**src/rtl/mdu_pkg.sv**
```systemverilog
// Shared types and constants for the iterative RV32M multiply/divide sequencer.
package mdu_pkg;

  typedef enum logic [2:0] {
    OP_MUL    = 3'b000,
    OP_MULH   = 3'b001,
    OP_MULHSU = 3'b010,
    OP_MULHU  = 3'b011,
    OP_DIV    = 3'b100,
    OP_DIVU   = 3'b101,
    OP_REM    = 3'b110,
    OP_REMU   = 3'b111
  } mdu_op_e;

  typedef enum logic [2:0] {
    ST_IDLE  = 3'd0,
    ST_SETUP = 3'd1,
    ST_ITER  = 3'd2,
    ST_FIX   = 3'd3,
    ST_DONE  = 3'd4
  } mdu_state_e;

  localparam logic [3:0] ALU_ADD   = 4'h0;
  localparam logic [3:0] ALU_SUB   = 4'h1;
  localparam int         MDU_ITERS = 32;

  // funct3[2] separates the divide/remainder group from the multiplies
  function automatic logic is_div(input mdu_op_e op);
    return op[2];
  endfunction

endpackage

```
**src/rtl/mdu_sign_fix.sv**
```systemverilog
// Combinational sign handling: either two independent 32-bit conditional
// negations (operand magnitudes, quotient/remainder) or one 64-bit
// conditional negation of {hi, lo} (product).
module mdu_sign_fix (
  input  logic        wide_i,
  input  logic        neg_hi_i,
  input  logic        neg_lo_i,
  input  logic [31:0] hi_i,
  input  logic [31:0] lo_i,
  output logic [31:0] hi_o,
  output logic [31:0] lo_o
);

  // Conditional two's-complement negate, 64-bit or per-word
  always_comb begin
    hi_o = hi_i;
    lo_o = lo_i;
    if (wide_i) begin
      if (neg_lo_i) {hi_o, lo_o} = 64'd0 - {hi_i, lo_i};
    end else begin
      if (neg_hi_i) hi_o = 32'd0 - hi_i;
      if (neg_lo_i) lo_o = 32'd0 - lo_i;
    end
  end

endmodule

```
**src/rtl/mdu_seq.sv**
```systemverilog
// Iterative RV32M multiply/divide sequencer sharing the core ALU for its
// per-bit add/subtract steps. Define MDU_DIV_EN to build the divide datapath;
// without it divide ops complete in cycle 3 with result 0 and illegal_o set.
module mdu_seq
  import mdu_pkg::*;
(
  input  logic        clk_i,
  input  logic        rst_n_i,
  input  logic        start_i,
  input  logic [2:0]  op_i,
  input  logic [31:0] rs1_i,
  input  logic [31:0] rs2_i,
  input  logic        flush_i,
  output logic        ready_o,
  output logic        done_o,
  output logic [31:0] result_o,
  output logic        illegal_o,
  output logic        alu_req_o,
  output logic [31:0] alu_src_a_o,
  output logic [31:0] alu_src_b_o,
  output logic [3:0]  alu_control_o,
  input  logic [31:0] alu_result_i
);

  localparam logic [4:0] LAST_ITER = 5'(MDU_ITERS - 1);

  mdu_state_e  state_q, state_d;
  mdu_op_e     op_q, op_d;
  logic [31:0] hi_q, hi_d, lo_q, lo_d, mcand_q, mcand_d;
  logic [31:0] result_q, result_d, prev_q, prev_d;
  logic [4:0]  cnt_q, cnt_d;
  logic        neg_q, neg_d, illegal_q, illegal_d;
`ifdef MDU_DIV_EN
  logic        rem_neg_q, rem_neg_d, bypass_q, bypass_d;
  logic [31:0] rem_shift;
  logic        take;
`endif

  logic        sign_a, sign_b, fix_wide, fix_neg_hi, sel_ill, carry;
  logic [31:0] mag_a, mag_b, fix_hi, fix_lo, sel_res, sum;

  // Raw operands sit in lo_q (rs1) and mcand_q (rs2) during SETUP
  assign sign_a = lo_q[31] & (op_q == OP_MULH || op_q == OP_MULHSU ||
                              op_q == OP_DIV  || op_q == OP_REM);
  assign sign_b = mcand_q[31] & (op_q == OP_MULH || op_q == OP_DIV ||
                                 op_q == OP_REM);

  mdu_sign_fix u_setup_fix (
    .wide_i   (1'b0),
    .neg_hi_i (sign_b),
    .neg_lo_i (sign_a),
    .hi_i     (mcand_q),
    .lo_i     (lo_q),
    .hi_o     (mag_b),
    .lo_o     (mag_a)
  );

`ifdef MDU_DIV_EN
  assign fix_wide   = !is_div(op_q);
  assign fix_neg_hi = rem_neg_q;
  assign rem_shift  = {hi_q[30:0], lo_q[31]};
  // Shifted-out remainder MSB means the 33-bit remainder already exceeds the divisor
  assign take       = hi_q[31] || (rem_shift >= mcand_q);
`else
  assign fix_wide   = 1'b1;
  assign fix_neg_hi = 1'b0;
`endif

  mdu_sign_fix u_result_fix (
    .wide_i   (fix_wide),
    .neg_hi_i (fix_neg_hi),
    .neg_lo_i (neg_q),
    .hi_i     (hi_q),
    .lo_i     (lo_q),
    .hi_o     (fix_hi),
    .lo_o     (fix_lo)
  );

  // Multiply step: add multiplicand when the current multiplier bit is set
  assign sum   = lo_q[0] ? alu_result_i : hi_q;
  assign carry = lo_q[0] && (alu_result_i < hi_q);

  // Final result word selection; corner-case results bypass re-signing
  always_comb begin
    sel_res = fix_lo;
    sel_ill = 1'b0;
    case (op_q)
      OP_MUL:                        sel_res = fix_lo;
      OP_MULH, OP_MULHSU, OP_MULHU:  sel_res = fix_hi;
`ifdef MDU_DIV_EN
      OP_DIV, OP_DIVU:               sel_res = bypass_q ? lo_q : fix_lo;
      default:                       sel_res = bypass_q ? hi_q : fix_hi;
`else
      default: begin
        sel_res = '0;
        sel_ill = 1'b1;
      end
`endif
    endcase
  end

  // Next-state and datapath update for the sequencer FSM
  always_comb begin
    state_d   = state_q;
    op_d      = op_q;
    hi_d      = hi_q;
    lo_d      = lo_q;
    mcand_d   = mcand_q;
    cnt_d     = cnt_q;
    neg_d     = neg_q;
    result_d  = result_q;
    prev_d    = prev_q;
    illegal_d = 1'b0;
`ifdef MDU_DIV_EN
    rem_neg_d = rem_neg_q;
    bypass_d  = bypass_q;
`endif
    case (state_q)
      ST_IDLE: begin
        if (start_i) begin
          op_d    = mdu_op_e'(op_i);
          lo_d    = rs1_i;
          mcand_d = rs2_i;
          state_d = ST_SETUP;
        end
      end
      ST_SETUP: begin
        hi_d    = '0;
        lo_d    = mag_a;
        mcand_d = mag_b;
        neg_d   = sign_a ^ sign_b;
        cnt_d   = '0;
        state_d = ST_ITER;
`ifdef MDU_DIV_EN
        rem_neg_d = sign_a;
        bypass_d  = 1'b0;
        if (is_div(op_q)) begin
          if (mcand_q == '0) begin
            lo_d     = 32'hFFFF_FFFF;
            hi_d     = lo_q;
            bypass_d = 1'b1;
            state_d  = ST_FIX;
          end else if (sign_b && lo_q == 32'h8000_0000 && mcand_q == 32'hFFFF_FFFF) begin
            lo_d     = 32'h8000_0000;
            hi_d     = '0;
            bypass_d = 1'b1;
            state_d  = ST_FIX;
          end
        end
`else
        // Pass through FIX so the illegal completion lands in cycle 3
        if (is_div(op_q)) state_d = ST_FIX;
`endif
      end
      ST_ITER: begin
        cnt_d = cnt_q + 5'd1;
        if (cnt_q == LAST_ITER) state_d = ST_FIX;
`ifdef MDU_DIV_EN
        if (is_div(op_q)) begin
          hi_d = take ? alu_result_i : rem_shift;
          lo_d = {lo_q[30:0], take};
        end else begin
`else
        begin
`endif
          hi_d = {carry, sum[31:1]};
          lo_d = {sum[0], lo_q[31:1]};
        end
      end
      ST_FIX: begin
        prev_d    = result_q;
        result_d  = sel_res;
        illegal_d = sel_ill;
        state_d   = ST_DONE;
      end
      ST_DONE: state_d = ST_IDLE;
      default: state_d = ST_IDLE;
    endcase
    // Abort: a flush during DONE rolls the result back to its previous value
    if (flush_i && state_q != ST_IDLE) begin
      state_d   = ST_IDLE;
      illegal_d = 1'b0;
      result_d  = (state_q == ST_DONE) ? prev_q : result_q;
    end
  end

  // ALU request and operand drive, idle-zero outside ITER
  always_comb begin
    alu_req_o     = 1'b0;
    alu_src_a_o   = '0;
    alu_src_b_o   = '0;
    alu_control_o = ALU_ADD;
    if (state_q == ST_ITER) begin
      alu_req_o   = 1'b1;
      alu_src_a_o = hi_q;
      alu_src_b_o = mcand_q;
`ifdef MDU_DIV_EN
      if (is_div(op_q)) begin
        alu_src_a_o   = rem_shift;
        alu_control_o = ALU_SUB;
      end
`endif
    end
  end

  // State and datapath registers
  always_ff @(posedge clk_i or negedge rst_n_i) begin
    if (!rst_n_i) begin
      state_q   <= ST_IDLE;
      op_q      <= OP_MUL;
      hi_q      <= '0;
      lo_q      <= '0;
      mcand_q   <= '0;
      cnt_q     <= '0;
      neg_q     <= 1'b0;
      result_q  <= '0;
      prev_q    <= '0;
      illegal_q <= 1'b0;
`ifdef MDU_DIV_EN
      rem_neg_q <= 1'b0;
      bypass_q  <= 1'b0;
`endif
    end else begin
      state_q   <= state_d;
      op_q      <= op_d;
      hi_q      <= hi_d;
      lo_q      <= lo_d;
      mcand_q   <= mcand_d;
      cnt_q     <= cnt_d;
      neg_q     <= neg_d;
      result_q  <= result_d;
      prev_q    <= prev_d;
      illegal_q <= illegal_d;
`ifdef MDU_DIV_EN
      rem_neg_q <= rem_neg_d;
      bypass_q  <= bypass_d;
`endif
    end
  end

  assign ready_o   = (state_q == ST_IDLE);
  assign done_o    = (state_q == ST_DONE) && !flush_i;
  assign illegal_o = illegal_q && !flush_i;
  assign result_o  = (state_q == ST_DONE && flush_i) ? prev_q : result_q;

endmodule

```
**config.mk**
```make
export PLATFORM = sky130hd
export DESIGN_NAME = mdu_seq
export DESIGN_NICKNAME = d
export VERILOG_FILES = /design/src/rtl/mdu_pkg.sv /design/src/rtl/mdu_sign_fix.sv /design/src/rtl/mdu_seq.sv
export SDC_FILE = /design/constraint.sdc
export NUM_CORES = 1
export LEC_CHECK = 0
export BUFFER_PORTS_ARGS = -buffer_cell sky130_fd_sc_hd__buf_4
export CAP_MARGIN = 25
export CORE_MARGIN = 3
export CORE_UTILIZATION = 54
export CTS_BUF_LIST = sky130_fd_sc_hd__clkbuf_2 sky130_fd_sc_hd__clkbuf_4 sky130_fd_sc_hd__clkbuf_8
export DETAILED_ROUTE_END_ITERATION = 8
export PLACE_DENSITY_LB_ADDON = 0.1
export SYNTH_ARGS = -nofsm -noshare
export SYNTH_HDL_FRONTEND = slang
export SYNTH_HIERARCHICAL = 1
export SYNTH_SLANG_ARGS = --single-unit
```
**constraint.sdc**
```tcl
create_clock -name clk_i -period 2.9 [get_ports clk_i]
set_input_delay 0.29 -clock clk_i [delete_from_list [all_inputs] [get_ports clk_i]]
set_output_delay 0.29 -clock clk_i [all_outputs]
set_load 0.01 [all_outputs]
```
==> results.toml, run 1 <==
[run_status]
violations = "negative setup slack"
outcome = "finished with violations"

[logic_synthesis]
synth_seq_cells = 173
synth_seq_area_share = 0.332
avgSynthCellArea_um2 = 8.64
async_flop_share = 1.00
syn_area_um2 = 13000
synth.distinct_cells = 63
yosys_warnings = 6
postSynthCellCount = 1510
synth_edf_count = 0
ys.flop_type = "dfrtp_1"

[grt]
grt_max_degree = 78
antenna_found_initial = 0
grt_pass1_wl_um = 65600
grt_pass1_vias = 12100
gr-total-overflow = 0
grt_usage = 0.311

[routing]
wl_met3_um = 2830
drc_errors = 0
wl_per_cell_um = 19.5
wl_met1_um = 18700
finalWirelength_um = 41200
dr.max_layer_used = "met4"
vias_per_cell = 6.02
num_vias = 12700
postRouteAntennaNets = 0
wl_met2_um = 18600
drtIter0Drc = 1237
dr.pass1.iters = 5

[clock_tree]
cts.sinks = 173
path_clk_slew_ns = 0.11
cts-root-buf = "clkbuf_8"
clk_latency_ns = 0.49
h-tree-depth = 4
clock_path_buffers = 2
cts_tree = "yes"
cts_buffers = 17

[pwr]
power_density_nw_per_um2 = 1230
ir_drop_mv = 0.912
p_total_mw = 20.2
power_leakage_nw = 7.20

[min_path]
min_path_type = "input port to flip-flop"
hold_depth = 2

[timing]
fin_crit_sh = 1.09
fin_skew_ns = 0.0207
slew_headroom = 0.371
fin_ws_ns = -0.271
hold_viol_final = 0
fmaxAchievable_mhz = 315
final.min_clock_period_ns = 3.17
fin_tns_setup_ns = -7.72
setup_viol = 47
drv_slew = 0
whs_ns = 0.0302
rsz0062_at_grt = "yes"
worst_pin_slew_ns = 0.941

[final_layout]
stdcell_area_um2 = 16300
layout_common_cells = "buf_4, nand2_1, dfrtp_1"
layout_commonest_cell = "buf_4"
fillers = 1953
syn_to_final_growth_pct = 25.3
finish.net_count = 1922
antennaDiodeCount = 0
drive_gt1_frac = 0.292
layout.cells.non_filler = 2114

[floorplan]
die_x_um = 161
initial_utilization = 0.553
rows = 56
io-pin-count = 207
dieArea_um2 = 26100
core-area_um2 = 23600
die_y_um = 161

[worst_setup_path]
path_buf_inv = 0
path_max_fanout = 5
path_depth = 9
path_cells = "or4_4 > or4_4 > or3_4 > or2_1 > o41ai_2 > xnor2_1 > a221o_1 > o21ai_0 > o21ai_0"
cp_slowest_cell = "or4_4"
critical_path_class = "flip-flop to flip-flop"
reg2reg_depth = 9
cp_slowest_stage_delay_ns = 0.55
cp_data_required_time_ns = 3.24
cp-start-kind = "flip-flop"
cpLargestDelayFamily = "simple AND/OR/NAND/NOR gates"
crit_arrival_ns = 3.51
cp-end-kind = "flip-flop"

[place]
placed_cells = 2073
port-buffer-count = 202
place_congestion = 0.960
hpwlAfterDp_um = 29500
placed_cell_area_um2 = 15500

[job]
max_cap_viol_count = 0
-- worst paths after layout --
check	start	to	slack, ns
setup reg to reg	lo_q[6]	result_q[31]	-0.27
min in group asynchronous	rst_n_i	prev_q[3]	0.28
hold / removal	flush_i	state_q[2]	0.03
setup / recovery	lo_q[6]	result_q[31]	-0.27
hold reg to reg	cnt_q[3]	cnt_q[3]	0.49
max in group asynchronous	rst_n_i	op_q[1]	1.85
-- flip-flops by register name (all words and copies together), names as in the netlist --
signal and cells:
illegal_q 1, hi_q 32, lo_q 32, op_q 3
state_q 3, prev_q 32, result_q 32, cnt_q 5
mcand_q 32, neg_q 1
-- through the flow --
| step | worst slack (ns) | utilization |
|---|---|---|
| 5_1_grt | -0.368 | 0.692 |
| 3_3_place_gp | -0.260 | 0.658 |
| 2_1_floorplan | -0.278 | - |
| 6_report | -0.271 | 0.692 |
| 4_1_cts | -0.244 | 0.683 |
| 3_5_place_dp | -0.295 | 0.658 |
-- cell families (layout without fill, tap and decap cells) --
kind of cell	count (synthesis)	in the layout	share of synthesized area
buf+inv	141	408	0.0550
compound gates	431	431	0.205
mux	134	134	0.109
simple gates	471	471	0.182
flops	173	173	0.332
other cells	2	20	0.000576
fa+ha+maj	37	37	0.0355
xor+xnor	121	121	0.0812
-- cell usage after synthesis (3+ instances only) --
master / number / share of area
buf_4: 14 / 0.0081
nor3_2: 5 / 0.0038
a22o_1: 33 / 0.022
nand3b_1: 3 / 0.0017
nor2_2: 3 / 0.0014
and2_1: 39 / 0.019
nand2_1: 176 / 0.051
a221oi_1: 3 / 0.0020
mux2i_1: 67 / 0.051
nor2_1: 74 / 0.021
o21ai_0: 136 / 0.052
inv_1: 39 / 0.011
nor2b_1: 5 / 0.0024
a211oi_1: 4 / 0.0023
a21boi_0: 4 / 0.0023
and3_1: 3 / 0.0014
nor3b_1: 3 / 0.0017
nor4b_1: 3 / 0.0020
xor2_1: 42 / 0.028
nand2b_1: 12 / 0.0058
nor3_1: 38 / 0.015
dfrtp_1: 173 / 0.33
nand4_1: 9 / 0.0043
a21oi_1: 67 / 0.026
a221o_1: 33 / 0.025
or4_4: 6 / 0.0052
buf_6: 12 / 0.010
buf_2: 35 / 0.013
xnor2_1: 79 / 0.053
or4_1: 16 / 0.0092
ha_1: 37 / 0.035
a31oi_1: 12 / 0.0058
or2_2: 4 / 0.0019
nor4_1: 24 / 0.012
nand3_1: 14 / 0.0054
clkbuf_1: 39 / 0.011
mux2_2: 67 / 0.058
a21o_1: 6 / 0.0035
or3_1: 23 / 0.011
o41ai_1: 6 / 0.0040
o31ai_1: 24 / 0.014
o21ai_1: 85 / 0.033
-- power by group --
part | switching (mW) | internal (mW) | total, mW
clock network | 1.12 | 0.669 | 1.79
logic | 7.70 | 5.97 | 13.7
registers | 1.20 | 3.53 | 4.72
total | 10.0 | 10.2 | 20.2
-- routing by layer --
| metal | GRT usage | up-vias |
|---|---|---|
| li1 | - | 5966 |
| met1 | 0.454 | 6162 |
| met2 | 0.477 | 528 |
| met3 | 0.0546 | 67 |
| met4 | 0.0892 | 0 |
| met5 | 0 | - |
-- final cells by class --
cell class,count,area [um^2],share of cell area
clock buffer,17,234,0.0143
clock inverter,15,179,0.0109
multi-input combinational,1214,8450,0.517
tap,319,399,0.0244
timing repair buffer,336,2600,0.159
inverter,40,153,0.00934
sequential,173,4330,0.265
-- repair_timing --
item                                    CTS  global route
pin swaps                                17            14
endpoints found under the setup margin   47            51
gates resized for setup                  33            40
hold endpoints to repair                 39             0
cloned                                    0             0
buffers inserted                          1             7
hold buffers                              1             0
Power figures use the tool's default switching activity.
==> run 2, diff against run 1 <==
CORE_ASPECT_RATIO = 1.25   (was default)
CORE_UTILIZATION = 53   (was 54)
SYNTH_HIERARCHICAL = default   (was 1)
==> run 2 against run 1 <==
Net effect: the flow now finishes without violations; die area is 5.6% lower; combinational power is 26% lower; register-to-register slack better by 0.33 ns; clock power is 4% higher; sequential cell count stayed put; final cell count is 5.9% lower; final area is 9.3% lower; sequential share of layout area is 2.7 points higher; clock-buffer cell count is 1 higher; largest power group unchanged.
==> results.toml, run 2 <==
[run_status]
outcome = "complete, no violations"

[clock_tree]
cts_tree = "yes"
path_clk_slew_ns = 0.10
cts_buffers = 17
cts.sinks = 173
cts-root-buf = "clkbuf_8"
clk_latency_ns = 0.49
clock_path_buffers = 2
h-tree-depth = 4

[logic_synthesis]
synth_seq_area_share = 0.359
synthTopCellsByArea = "dfrtp_1, nand2_1, o21ai_0, nor2_1, ha_1"
postSynthCellCount = 1483
synthTopCellsByCount = "nand2_1, dfrtp_1, nor2_1"
avgSynthCellArea_um2 = 8.13
yosys.area.top_type = "dfrtp_1"
synth.distinct_cells = 76
yosys_warnings = 0
synth_edf_count = 0
yosysMostFrequentCell = "nand2_1"
synth_seq_cells = 173
synth_top_area_share = 0.359
async_flop_share = 1.00
syn_area_um2 = 12100
ys.flop_type = "dfrtp_1"

[pwr]
power_frac_clock = 0.111
ir_drop_mv = 0.585
power_density_nw_per_um2 = 1130
p_sw_frac = 0.496
p_total_mw = 16.8
p_switching_mw = 8.31
pwr-share-seq = 0.285
combPwrFrac = 0.604
internal_power_mw = 8.45
power_leakage_nw = 6.57

[routing]
drc_errors = 0
wl_per_cell_um = 21.1
vias_per_cell = 6.27
postRouteAntennaNets = 0
dr.pass1.iters = 6
num_vias = 12500
finalWirelength_um = 42000
drtIter0Drc = 1356

[timing]
drv_slew = 0
slew_headroom = 0.371
rsz0062_at_grt = "yes"
fmaxAchievable_mhz = 351
hold_viol_final = 0
fin_crit_sh = 0.981
whs_ns = 0.0156
fin_ws_ns = 0.0550
worst_pin_slew_ns = 0.941
final.min_clock_period_ns = 2.85
fin_tns_setup_ns = 0
setup_viol = 0
fin_skew_ns = 0.0216

[final_layout]
seqCellArea_um2 = 4330
syn_to_final_growth_pct = 23.0
layout.cells.non_filler = 1989
fillers = 1987
layout_common_cells = "buf_4, nand2_1, dfrtp_1"
layout_commonest_cell = "buf_4"
multiInputGateArea_um2 = 7160
finish.net_count = 1830
drive_gt1_frac = 0.238

[worst_setup_path]
crit_arrival_ns = 3.22
startpoint = "lo_q[27]"
critical_path_class = "flip-flop to flip-flop"
path_max_fanout = 5
worstReg2RegStart = "lo_q[27]"
cp_data_required_time_ns = 3.27
cp-start-kind = "flip-flop"
cp-end-kind = "flip-flop"

[job]
max_cap_viol_count = 0

[floorplan]
initial_utilization = 0.541
io-pin-count = 207
core-area_um2 = 22300
dieArea_um2 = 24600
die_y_um = 175
die_x_um = 141
rows = 61

[grt]
antenna_found_initial = 0
grt_max_degree = 77
grt_pass1_wl_um = 66400
grt_pass1_vias = 12000
grt_usage = 0.337
gr-total-overflow = 0

[min_path]
min_path_type = "input port to flip-flop"
hold_start = "rs2_i[28]"

[place]
hpwlAfterDp_um = 31200
place_ws_ns = -0.0512
placed_cells = 1948
place_congestion = 1.04
port-buffer-count = 202
[run 2: changes by cell type in the layout (fill, tap and decap cells not counted), moves of 25 or more]
cell      delta
a221oi_1    +28
a22o_1      -25
mux2_2      -34
nand2_1     +52
nor2_1      +57
nor3_1      +42
o21ai_1     -75
xnor2_1     -39
xor2_1      -30
[run 2: worst max-delay path, stage by stage, from the launching register on]
cell	delay, ns
dfrtp_1	0.38
or4_1	0.61
or4_1	0.60
nor4_2	0.28
buf_4	0.17
a21oi_1	0.07
xnor2_1	0.21
a221oi_2	0.34
nor3_1	0.08
[run 2: repair_timing]
| item | 4_1_cts | 5_1_grt |
|---|---|---|
| endpoints found under the hold margin | 78 | 0 |
| hold buffers | 6 | 0 |
| gates cloned | 0 | 0 |
| setup endpoints to repair | 1 | 19 |
| resized for setup | 1 | 13 |
| pin swaps | 0 | 1 |
| setup buffers | 0 | 2 |
[run 2: metrics by stage]
stage | cell area [um^2] | utilization
after global routing | 14800 | 0.665
after floorplan | 12100 | -
after detailed placement | 14300 | 0.640
after CTS | 14700 | 0.661
final | 14800 | 0.665
after global placement | 14300 | 0.640
[run 2: worst paths after layout]
kind | end | slack, ns | cells past startpoint
setup / recovery | result_q[11] | 0.05 | 8
hold / removal | mcand_q[28] | 0.02 | 2
setup reg to reg | result_q[11] | 0.05 | 8
hold reg to reg | cnt_q[3] | 0.49 | 1
max in group asynchronous | result_q[14] | 1.60 | 3
min in group asynchronous | hi_q[19] | 0.37 | 2
[run 2: layout make-up]
| class | instances | share of cell area |
|---|---|---|
| timing repair buffer | 310 | 0.161 |
| inverter | 46 | 0.0116 |
| antenna | 1 | 0.000169 |
| clock buffer | 18 | 0.0163 |
| sequential | 173 | 0.292 |
| clock inverter | 14 | 0.0119 |
| tap | 283 | 0.0239 |
| multi-input combinational | 1144 | 0.483 |
[run 2: routing by layer]
layer	track usage	share of wire	routed length (um)
met1	0.436	0.39	16400
met2	0.552	0.48	20200
met3	0.0578	0.078	3260
met4	0.157	0.050	2100
met5	0	0	0
[run 2: kinds of logic after synthesis]
kind of cell | synth area share
fa+ha+maj | 0.0363
compound gates | 0.204
simple gates | 0.243
mux | 0.0675
xor+xnor | 0.0356
flops | 0.359
buf+inv | 0.0545
other cells | 0.000311
[run 2: power groups by stage]
stage	clock network, mW	registers [mW]	logic, mW
after floorplan	0	4.33	6.39
after global placement	0	4.72	9.67
after detailed placement	0	4.77	9.80
after CTS	1.88	4.72	9.85
after global routing	1.96	4.94	11.0
final	1.86	4.78	10.1
